$ cat src/rtl/fwd_hazard_ctrl_if.sv
// Pipeline-to-hazard-control bundle: ID/EX/MEM operand and control fields in,
// forwarding selects and stall/flush controls out, plus FSM debug visibility.
interface fwd_hazard_ctrl_if;
    // Pipeline side (master) drives the decode/producer fields every cycle;
    // the control block (slave) answers combinationally for stall/flush and
    // with registered selects one cycle later. No valid/ready pairing: every
    // field is sampled on each rising edge, qualified by id_valid where needed.
    logic       id_valid;
    logic [4:0] id_rs;
    logic [4:0] id_rt;
    logic       id_uses_rt;
    logic [1:0] id_dst_sel;
    logic       id_uses_hilo;
    logic       id_muldiv_start;
    logic [4:0] ex_rd;
    logic       ex_regwrite;
    logic       ex_memread;
    logic [4:0] mem_rd;
    logic       mem_regwrite;
    logic       branch_taken;

    logic [1:0] fwd_a_sel;
    logic [1:0] fwd_b_sel;
    logic [1:0] dst_sel;
    logic       pc_stall;
    logic       ifid_stall;
    logic       idex_flush;
    logic       ifid_flush;
    logic       muldiv_busy;

    logic       dbg_state;
    logic [5:0] dbg_cnt;

    modport master (
        output id_valid, id_rs, id_rt, id_uses_rt, id_dst_sel, id_uses_hilo,
               id_muldiv_start, ex_rd, ex_regwrite, ex_memread, mem_rd,
               mem_regwrite, branch_taken,
        input  fwd_a_sel, fwd_b_sel, dst_sel, pc_stall, ifid_stall,
               idex_flush, ifid_flush, muldiv_busy, dbg_state, dbg_cnt
    );

    modport slave (
        input  id_valid, id_rs, id_rt, id_uses_rt, id_dst_sel, id_uses_hilo,
               id_muldiv_start, ex_rd, ex_regwrite, ex_memread, mem_rd,
               mem_regwrite, branch_taken,
        output fwd_a_sel, fwd_b_sel, dst_sel, pc_stall, ifid_stall,
               idex_flush, ifid_flush, muldiv_busy, dbg_state, dbg_cnt
    );
endinterface

$ cat src/rtl/fwd_hazard_ctrl.sv
// Forwarding-select generation, load-use and HI/LO hazard stalls, and the
// multiply/divide busy tracker for the 5-stage MIPS pipeline.
module fwd_hazard_ctrl #(
    parameter int MULDIV_CYCLES = 32
) (
    input  logic             clk,
    input  logic             reset,
    fwd_hazard_ctrl_if.slave bus
);
    typedef enum logic {IDLE = 1'b0, MULDIV_WAIT = 1'b1} state_e;

    localparam logic [5:0] CNT_LOAD = 6'(MULDIV_CYCLES - 1);

    state_e     state_q, state_d;
    logic [5:0] cnt_q, cnt_d;
    logic [1:0] fwd_a_sel_q, fwd_a_sel_d;
    logic [1:0] fwd_b_sel_q, fwd_b_sel_d;
    logic [1:0] dst_sel_q, dst_sel_d;

    logic busy, lu, hl, stall, idex_flush, muldiv_go;
    logic ex_hit_rs, ex_hit_rt, mem_hit_rs, mem_hit_rt;

    always_comb begin
        busy       = (state_q == MULDIV_WAIT);
        ex_hit_rs  = bus.ex_regwrite && (bus.ex_rd != 5'd0) && (bus.ex_rd == bus.id_rs);
        ex_hit_rt  = bus.ex_regwrite && (bus.ex_rd != 5'd0) && (bus.ex_rd == bus.id_rt)
                     && bus.id_uses_rt;
        mem_hit_rs = bus.mem_regwrite && (bus.mem_rd != 5'd0) && (bus.mem_rd == bus.id_rs);
        mem_hit_rt = bus.mem_regwrite && (bus.mem_rd != 5'd0) && (bus.mem_rd == bus.id_rt)
                     && bus.id_uses_rt;
        lu         = bus.id_valid && bus.ex_memread && (ex_hit_rs || ex_hit_rt);
        hl         = bus.id_valid && bus.id_uses_hilo && busy;
        // A taken branch squashes the ID instruction, so it must never stall.
        stall      = (lu || hl) && !bus.branch_taken;
        idex_flush = stall || bus.branch_taken;
        muldiv_go  = bus.id_valid && bus.id_muldiv_start && !stall && !bus.branch_taken;
    end

    // EX producer wins over MEM producer; a flushed slot carries a bubble.
    always_comb begin
        fwd_a_sel_d = 2'b00;
        fwd_b_sel_d = 2'b00;
        dst_sel_d   = 2'b00;
        if (!idex_flush) begin
            if (ex_hit_rs)       fwd_a_sel_d = 2'b01;
            else if (mem_hit_rs) fwd_a_sel_d = 2'b10;
            if (ex_hit_rt)       fwd_b_sel_d = 2'b01;
            else if (mem_hit_rt) fwd_b_sel_d = 2'b10;
            dst_sel_d = bus.id_dst_sel;
        end
    end

    always_comb begin
        state_d = state_q;
        cnt_d   = cnt_q;
        case (state_q)
            IDLE: begin
                if (muldiv_go) begin
                    state_d = MULDIV_WAIT;
                    cnt_d   = CNT_LOAD;
                end
            end
            MULDIV_WAIT: begin
                if (cnt_q == 6'd0) state_d = IDLE;
                else               cnt_d   = cnt_q - 6'd1;
            end
            default: state_d = IDLE;
        endcase
    end

    always_ff @(posedge clk) begin
        if (reset) begin
            state_q     <= IDLE;
            cnt_q       <= 6'd0;
            fwd_a_sel_q <= 2'b00;
            fwd_b_sel_q <= 2'b00;
            dst_sel_q   <= 2'b00;
        end else begin
            state_q     <= state_d;
            cnt_q       <= cnt_d;
            fwd_a_sel_q <= fwd_a_sel_d;
            fwd_b_sel_q <= fwd_b_sel_d;
            dst_sel_q   <= dst_sel_d;
        end
    end

    // Single-bit controls are forced low for as long as reset is held.
    assign bus.fwd_a_sel   = fwd_a_sel_q;
    assign bus.fwd_b_sel   = fwd_b_sel_q;
    assign bus.dst_sel     = dst_sel_q;
    assign bus.pc_stall    = stall && !reset;
    assign bus.ifid_stall  = stall && !reset;
    assign bus.idex_flush  = idex_flush && !reset;
    assign bus.ifid_flush  = bus.branch_taken && !reset;
    assign bus.muldiv_busy = busy && !reset;
    assign bus.dbg_state   = state_q;
    assign bus.dbg_cnt     = cnt_q;
endmodule

$ cat src/flat_wrapper.sv
// flat-port wrapper written by rule: the top's interface ports become plain ports
module fwd_hazard_ctrl_flat 
#(
    parameter int MULDIV_CYCLES = 32
)
  (clk, reset, bus_id_valid, bus_id_rs, bus_id_rt, bus_id_uses_rt, bus_id_dst_sel, bus_id_uses_hilo, bus_id_muldiv_start, bus_ex_rd, bus_ex_regwrite, bus_ex_memread, bus_mem_rd, bus_mem_regwrite, bus_branch_taken, bus_fwd_a_sel, bus_fwd_b_sel, bus_dst_sel, bus_pc_stall, bus_ifid_stall, bus_idex_flush, bus_ifid_flush, bus_muldiv_busy, bus_dbg_state, bus_dbg_cnt);
  fwd_hazard_ctrl_if bus_i ();
  input  logic clk;
  input  logic reset;
  input wire logic [$bits(bus_i.id_valid)-1:0] bus_id_valid;
  input wire logic [$bits(bus_i.id_rs)-1:0] bus_id_rs;
  input wire logic [$bits(bus_i.id_rt)-1:0] bus_id_rt;
  input wire logic [$bits(bus_i.id_uses_rt)-1:0] bus_id_uses_rt;
  input wire logic [$bits(bus_i.id_dst_sel)-1:0] bus_id_dst_sel;
  input wire logic [$bits(bus_i.id_uses_hilo)-1:0] bus_id_uses_hilo;
  input wire logic [$bits(bus_i.id_muldiv_start)-1:0] bus_id_muldiv_start;
  input wire logic [$bits(bus_i.ex_rd)-1:0] bus_ex_rd;
  input wire logic [$bits(bus_i.ex_regwrite)-1:0] bus_ex_regwrite;
  input wire logic [$bits(bus_i.ex_memread)-1:0] bus_ex_memread;
  input wire logic [$bits(bus_i.mem_rd)-1:0] bus_mem_rd;
  input wire logic [$bits(bus_i.mem_regwrite)-1:0] bus_mem_regwrite;
  input wire logic [$bits(bus_i.branch_taken)-1:0] bus_branch_taken;
  output wire logic [$bits(bus_i.fwd_a_sel)-1:0] bus_fwd_a_sel;
  output wire logic [$bits(bus_i.fwd_b_sel)-1:0] bus_fwd_b_sel;
  output wire logic [$bits(bus_i.dst_sel)-1:0] bus_dst_sel;
  output wire logic [$bits(bus_i.pc_stall)-1:0] bus_pc_stall;
  output wire logic [$bits(bus_i.ifid_stall)-1:0] bus_ifid_stall;
  output wire logic [$bits(bus_i.idex_flush)-1:0] bus_idex_flush;
  output wire logic [$bits(bus_i.ifid_flush)-1:0] bus_ifid_flush;
  output wire logic [$bits(bus_i.muldiv_busy)-1:0] bus_muldiv_busy;
  output wire logic [$bits(bus_i.dbg_state)-1:0] bus_dbg_state;
  output wire logic [$bits(bus_i.dbg_cnt)-1:0] bus_dbg_cnt;
  assign bus_i.id_valid = bus_id_valid;
  assign bus_i.id_rs = bus_id_rs;
  assign bus_i.id_rt = bus_id_rt;
  assign bus_i.id_uses_rt = bus_id_uses_rt;
  assign bus_i.id_dst_sel = bus_id_dst_sel;
  assign bus_i.id_uses_hilo = bus_id_uses_hilo;
  assign bus_i.id_muldiv_start = bus_id_muldiv_start;
  assign bus_i.ex_rd = bus_ex_rd;
  assign bus_i.ex_regwrite = bus_ex_regwrite;
  assign bus_i.ex_memread = bus_ex_memread;
  assign bus_i.mem_rd = bus_mem_rd;
  assign bus_i.mem_regwrite = bus_mem_regwrite;
  assign bus_i.branch_taken = bus_branch_taken;
  assign bus_fwd_a_sel = bus_i.fwd_a_sel;
  assign bus_fwd_b_sel = bus_i.fwd_b_sel;
  assign bus_dst_sel = bus_i.dst_sel;
  assign bus_pc_stall = bus_i.pc_stall;
  assign bus_ifid_stall = bus_i.ifid_stall;
  assign bus_idex_flush = bus_i.idex_flush;
  assign bus_ifid_flush = bus_i.ifid_flush;
  assign bus_muldiv_busy = bus_i.muldiv_busy;
  assign bus_dbg_state = bus_i.dbg_state;
  assign bus_dbg_cnt = bus_i.dbg_cnt;
  fwd_hazard_ctrl #(.MULDIV_CYCLES(MULDIV_CYCLES)) u_core (.clk(clk), .reset(reset), .bus(bus_i));
endmodule
$ cat config.mk
export PLATFORM = sky130hd
export DESIGN_NAME = fwd_hazard_ctrl_flat
export DESIGN_NICKNAME = d
export VERILOG_FILES = /design/src/rtl/fwd_hazard_ctrl_if.sv /design/src/rtl/fwd_hazard_ctrl.sv /design/src/flat_wrapper.sv
export SDC_FILE = /design/constraint.sdc
export NUM_CORES = 1
export LEC_CHECK = 0
export ABC_AREA = 1
export CELL_PAD_IN_SITES_DETAIL_PLACEMENT = 1
export CELL_PAD_IN_SITES_GLOBAL_PLACEMENT = 2
export CORE_UTILIZATION = 22
export CTS_BUF_LIST = sky130_fd_sc_hd__clkbuf_4
export CTS_CLUSTER_SIZE = 30
export DETAILED_ROUTE_END_ITERATION = 8
export HOLD_SLACK_MARGIN = 0.02
export PLACE_DENSITY_LB_ADDON = 0.1
export SLEW_MARGIN = 15
export SYNTH_ARGS = -nofsm -noshare
export SYNTH_HDL_FRONTEND = slang
export SYNTH_SLANG_ARGS = --single-unit
$ cat constraint.sdc
create_clock -name clk -period 2.2 [get_ports clk]
set_input_delay 0.33 -clock clk [delete_from_list [all_inputs] [get_ports clk]]
set_output_delay 0.33 -clock clk [all_outputs]
set_load 0.02 [all_outputs]
=== Yosys cells after proc, flatten, opt, wreduce, memory -nomap -nowiden ===
Cells that the tools add are included.

* Multiplexer cells: 10
* Equality and inequality tests: 6
* Bitwise logic cells: 1
* Reductions and logical operators: 33
* Add/subtract/negate cells: 1

{| class="wikitable"
|+ Operators by type and width
! kind !! number
|-
| 5-bit == test || 4
|-
| 1-bit logical AND || 20
|-
| 6-bit two-way mux || 2
|-
| 6-bit one-hot mux with 2 select lines || 1
|-
| 5-bit nonzero test || 2
|-
| 6-bit zero test || 1
|-
| 3-bit OR reduction || 2
|-
| 6-bit by 1-bit subtractor with 6-bit output (second input constant) || 1
|-
| 1-bit two-way mux || 4
|-
| 2-bit two-way mux || 2
|-
| 1-bit zero test || 3
|-
| 1-bit logical OR || 3
|-
| 2-bit by 1-bit != test with 1-bit output (second input constant) || 1
|-
| 2-bit != test (second input constant) || 1
|-
| 1-bit one-hot mux with 2 select lines || 1
|-
| 2-bit AND reduction || 1
|-
| 2-bit OR reduction || 1
|-
| 1-bit NOT || 1
|}

* Logic and storage cells: 58
* Register bits: 13

=== Depth between registers and ports, before layout ===
Gate-level depths: netlist (run 1).

* Depth in word-level cells: 13
* Gate-level depth with buffers: 13
* Mapped depth without buffers: 12

=== Worst setup path after synthesis (run 1) ===
OpenSTA, ideal clock, no wires.

* Path kind: input -> output
* From: input bus_id_rt[3]
* To: output bus_pc_stall
* Buffers on the path: 1
* Stages on the path: 12
* Arrival: 1.735 ns
* Setup slack: 0.135 ns
* Path through: inv_1 > nor2_2 > nor2_1 > nand2_1 > nor2_1 > nand3_1 > nand2_1 > nand2_2 > nand2_1 > inv_1 > nor3_1 > buf_4

* Word-level cells in the longest chain between the ends: 8

{| class="wikitable"
|+ RTL lines
! element !! line !! RTL
|-
| from (decl) || flat_wrapper.sv:12 || <nowiki>input wire logic [$bits(bus_i.id_rt)-1:0] bus_id_rt;</nowiki>
|-
| 5-bit == test || fwd_hazard_ctrl.sv:26 || <nowiki>ex_hit_rt = bus.ex_regwrite && (bus.ex_rd != 5'd0) && (bus.ex_rd == bus.id_rt)</nowiki>
|-
| 1-bit logical AND || fwd_hazard_ctrl.sv:26 ||
|-
| 1-bit logical AND || fwd_hazard_ctrl.sv:27 || <nowiki>&& bus.id_uses_rt;</nowiki>
|-
| 1-bit logical OR || fwd_hazard_ctrl.sv:31 || <nowiki>lu = bus.id_valid && bus.ex_memread && (ex_hit_rs || ex_hit_rt);</nowiki>
|-
| 1-bit logical AND || fwd_hazard_ctrl.sv:31 ||
|-
| 1-bit logical OR || fwd_hazard_ctrl.sv:34 || <nowiki>stall = (lu || hl) && !bus.branch_taken;</nowiki>
|-
| 1-bit logical AND || fwd_hazard_ctrl.sv:34 ||
|-
| 1-bit logical AND || - ||
|-
| to (decl) || flat_wrapper.sv:26 || <nowiki>output wire logic [$bits(bus_i.pc_stall)-1:0] bus_pc_stall;</nowiki>
|}

No other way between the ends.

=== Final worst setup path (run 1) ===
* From: input bus_id_rs[4]
* To: output bus_ifid_stall

* Word-level cells in the longest chain between the ends: 7

{| class="wikitable"
|+ RTL lines
! element !! line !! RTL
|-
| from (decl) || flat_wrapper.sv:11 || <nowiki>input wire logic [$bits(bus_i.id_rs)-1:0] bus_id_rs;</nowiki>
|-
| 5-bit == test || fwd_hazard_ctrl.sv:25 || <nowiki>ex_hit_rs = bus.ex_regwrite && (bus.ex_rd != 5'd0) && (bus.ex_rd == bus.id_rs);</nowiki>
|-
| 1-bit logical AND || fwd_hazard_ctrl.sv:25 ||
|-
| 1-bit logical OR || fwd_hazard_ctrl.sv:31 ||
|-
| 1-bit logical AND || fwd_hazard_ctrl.sv:31 ||
|-
| 1-bit logical OR || fwd_hazard_ctrl.sv:34 ||
|-
| 1-bit logical AND || fwd_hazard_ctrl.sv:34 ||
|-
| 1-bit logical AND || fwd_hazard_ctrl.sv:92 || <nowiki>assign bus.ifid_stall = stall && !reset;</nowiki>
|-
| to (decl) || flat_wrapper.sv:27 || <nowiki>output wire logic [$bits(bus_i.ifid_stall)-1:0] bus_ifid_stall;</nowiki>
|}

No other way between the ends.

==> results.sh, run 1 <==
export IMPL_cts_sinks=13
export IMPL_grt_pass1_wl_mm=5.961
export IMPL_final_cell_mix="32 x clkdlybuf4s50_1, 30 x nand2_1, 29 x buf_4"
export IMPL_firstDrtPassIters=4
export IMPL_grt_busiest_layer="met2"
export IMPL_setup_tns_ns=0
export IMPL_power_w=0.0007177
export IMPL_clock_path_buffers=2
export IMPL_grt_antenna_before_repair=0
export IMPL_synth_flop_cell="dfxtp_1"
export IMPL_post_place_ws_ns=-0.6068
export IMPL_cts_inserted_buffers=3
export IMPL_drv_slew=0
export IMPL_die_area_sq_um=5104
export IMPL_final_antenna_net_count=0
export IMPL_die_x_microns=71.45
export IMPL_worst_pin_slew_ns=0.4357
export IMPL_syn_area_sq_um=1061
export IMPL_crit_arrival_ns=1.76
export IMPL_vias=1313
export IMPL_synth_warnings=0
export IMPL_gp_congestion=0.8370
export IMPL_syn_inst=163
export IMPL_dieHeight_microns=71.45
export IMPL_end_kind="output port"
export IMPL_ys_async_sr_fraction_pct=0
export IMPL_place_hpwl_mm=3.171
export IMPL_rows=24
export IMPL_status="complete, no violations"
export IMPL_cts_root_buf="clkbuf_4"
export IMPL_final_common_cell="clkdlybuf4s50_1"
export IMPL_cts_max_level=1
export IMPL_grt_use_met3_pct=1.969
export IMPL_synth_area_top_cells="dfxtp_1 25%, nand2_1 11%, inv_1 9.9%"
export IMPL_grt_max_degree=12
export IMPL_ys_seq_elements=13
export IMPL_synth_cell_types=29
export IMPL_drcViolationCount=0
export IMPL_hp_class="in2reg"
export IMPL_via_per_inst=4.481
export IMPL_drt_iter0_markers=38
export IMPL_grtUsageMet1_pct=19.25
export IMPL_crit_path_start_kind="input pin"
export IMPL_fmax_mhz=479.5
export IMPL_required_ns=1.87
export IMPL_setup_slack_ns=0.1144
export IMPL_layout_min_cycle_time_ns=2.086
export IMPL_fin_nets=275
export IMPL_grt_setup_unrepaired="false"
export IMPL_grt_pass1_vias=1314
export IMPL_max_slew_margin_pct=70.58
export IMPL_fp_coreArea_sq_um=4504
export IMPL_r2r_slack_ns=0.54
export IMPL_power_leakage_nw=0.9184
export IMPL_grt_use_met2_pct=26.03
export IMPL_ctsHoldBuffers=0
export IMPL_areaGrowthSynthToFinish_pct=72.64
export IMPL_syn_avg_cell_area_sq_um=6.509
export IMPL_cts_tree="built"
export IMPL_clk_pin_slew_worst_paths_ns=0.09
export IMPL_start_util_pct=23.56
export IMPL_diodes=0
export IMPL_path_max_fanout=2
export IMPL_utilization_pct=40.67
export IMPL_syn_nets=196
export IMPL_clock_latency_ns=0.28
export IMPL_drt_total_wl_mm=3.641
export IMPL_grt_use_total_pct=14.91
export IMPL_critPathKind="in2out"
export IMPL_overflow=0
export IMPL_routedWlPerCell_microns=12.43
export IMPL_place_inst=287
export IMPL_ir_worst_vdd_uv=150.0
export IMPL_layout_drive_gt1_share_pct=26.97
export IMPL_fillCellCount=582
export IMPL_power_density_nw_per_um2=391.8
export IMPL_setup_viol_count_final=0
export IMPL_port_buffers=49
export IMPL_synth_edff_count=0
export IMPL_final_cells=293
export IMPL_synth_area_leader_cell="dfxtp_1"
export IMPL_clock_skew_ns=0.01364
export IMPL_ioPinCount=50
export IMPL_synth_top_cell_area_share_pct=24.53
export IMPL_finalHoldViolCount=0
export IMPL_yosysSeqAreaShare_pct=24.53
export IMPL_period_share_pct=94.80
export IMPL_maxCapViolCount=0
==> metal layers <==
layer  routed length, microns  part of all wire, %  up-vias
met5                        0                    0        -
met1                     1705                   47      603
met4                       38                  1.0        0
met3                      137                  3.8        4
li1                         -                    -      674
met2                     1759                   48       32
==> final timing paths <==
check	end	depth (start not counted)	start
worst max register to register	u_core.bus.dbg_cnt[1]	8	u_core.bus.dbg_cnt[0]
worst min register to register	u_core.bus.dbg_cnt[5]	4	u_core.bus.dbg_cnt[5]
worst max-delay path	bus_ifid_stall	10	bus_id_rs[4]
worst min-delay path	u_core.bus.fwd_b_sel[0]	5	bus_id_uses_rt
==> cells by family (layout without fill, tap and decap cells) <==
logic type	after synthesis	after routing	synth area share, %
AOI/OAI and AO/OA	19	19	11.68
xor gates and xnor gates	11	11	9.080
adders and majority gates	1	1	1.179
buffers and inverters	34	112	13.80
DFF	13	13	24.53
and+or+nand+nor	85	85	39.74
==> critical path, stage by stage <==
cell             delay (ns)
clkdlybuf4s50_1        0.45
xor2_1                 0.16
nor2_1                 0.14
nand3_2                0.10
nand2_1                0.08
nand2_2                0.06
nand2_2                0.06
inv_1                  0.06
nor3_2                 0.14
buf_4                  0.17
==> per-stage QoR <==
stage	instance area (sq um)	hold slack, ns
final	1832	0.4572
after global routing	1832	0.5100
after CTS	1819	0.5775
after detailed placement	1794	0.5863
after global placement	1794	0.5193
after floorplan	1061	0.3991
==> layout make-up <==
type                    instances  area (sq um)  share of cell area, %
inverters                      31         116.4                  6.352
clock buffers                   4         30.03                  1.639
repair buffers                 77         693.2                  37.84
well taps                      52         65.06                  3.552
multi-input cells             116         666.9                  36.41
flip-flops and latches         13         260.3                  14.21
==> sequential cells by signal (all words and copies together) (netlist names) <==
name	count
u_core.bus.fwd_b_sel	2
u_core.bus.dbg_cnt	6
u_core.bus.dst_sel	2
u_core.bus.fwd_a_sel	2
u_core.bus.dbg_state	1
==> power breakdown <==
group          internal, W  switching (W)  leakage [nW]
combinational     0.000147       0.000148         0.794
clock            0.0000826      0.0000816        0.0184
sequential        0.000248      0.0000107         0.106
==> what timing repair did <==
action	in CTS	in global routing
resized for setup	36	2
endpoints found under the setup margin	3	2
pin swaps	3	4
setup buffers	1	1
==> cells in the mapped netlist, types with 2 or more instances <==
cell / n
xnor2_1: 4
nand4_1: 3
inv_2: 3
buf_6: 2
inv_1: 28
xor2_1: 7
a21oi_1: 4
a21oi_2: 4
nand3_1: 7
nor2_1: 22
nand2_1: 31
dfxtp_1: 13
nor3_1: 4
nand3_2: 7
o21ai_0: 6
nor2_2: 5
(Power assumes the default switching activity.)
==> run 2, diff against run 1 <==
--- a/config.mk
+++ b/config.mk
@@ -8,6 +8,7 @@
 export ABC_AREA = 1
 export CELL_PAD_IN_SITES_DETAIL_PLACEMENT = 1
 export CELL_PAD_IN_SITES_GLOBAL_PLACEMENT = 2
+export CORE_MARGIN = 1
 export CORE_UTILIZATION = 22
 export CTS_BUF_LIST = sky130_fd_sc_hd__clkbuf_4
 export CTS_CLUSTER_SIZE = 30
==> results of run 2 <==
No change in the layout: final DEF, timing and power equal those of run 1.
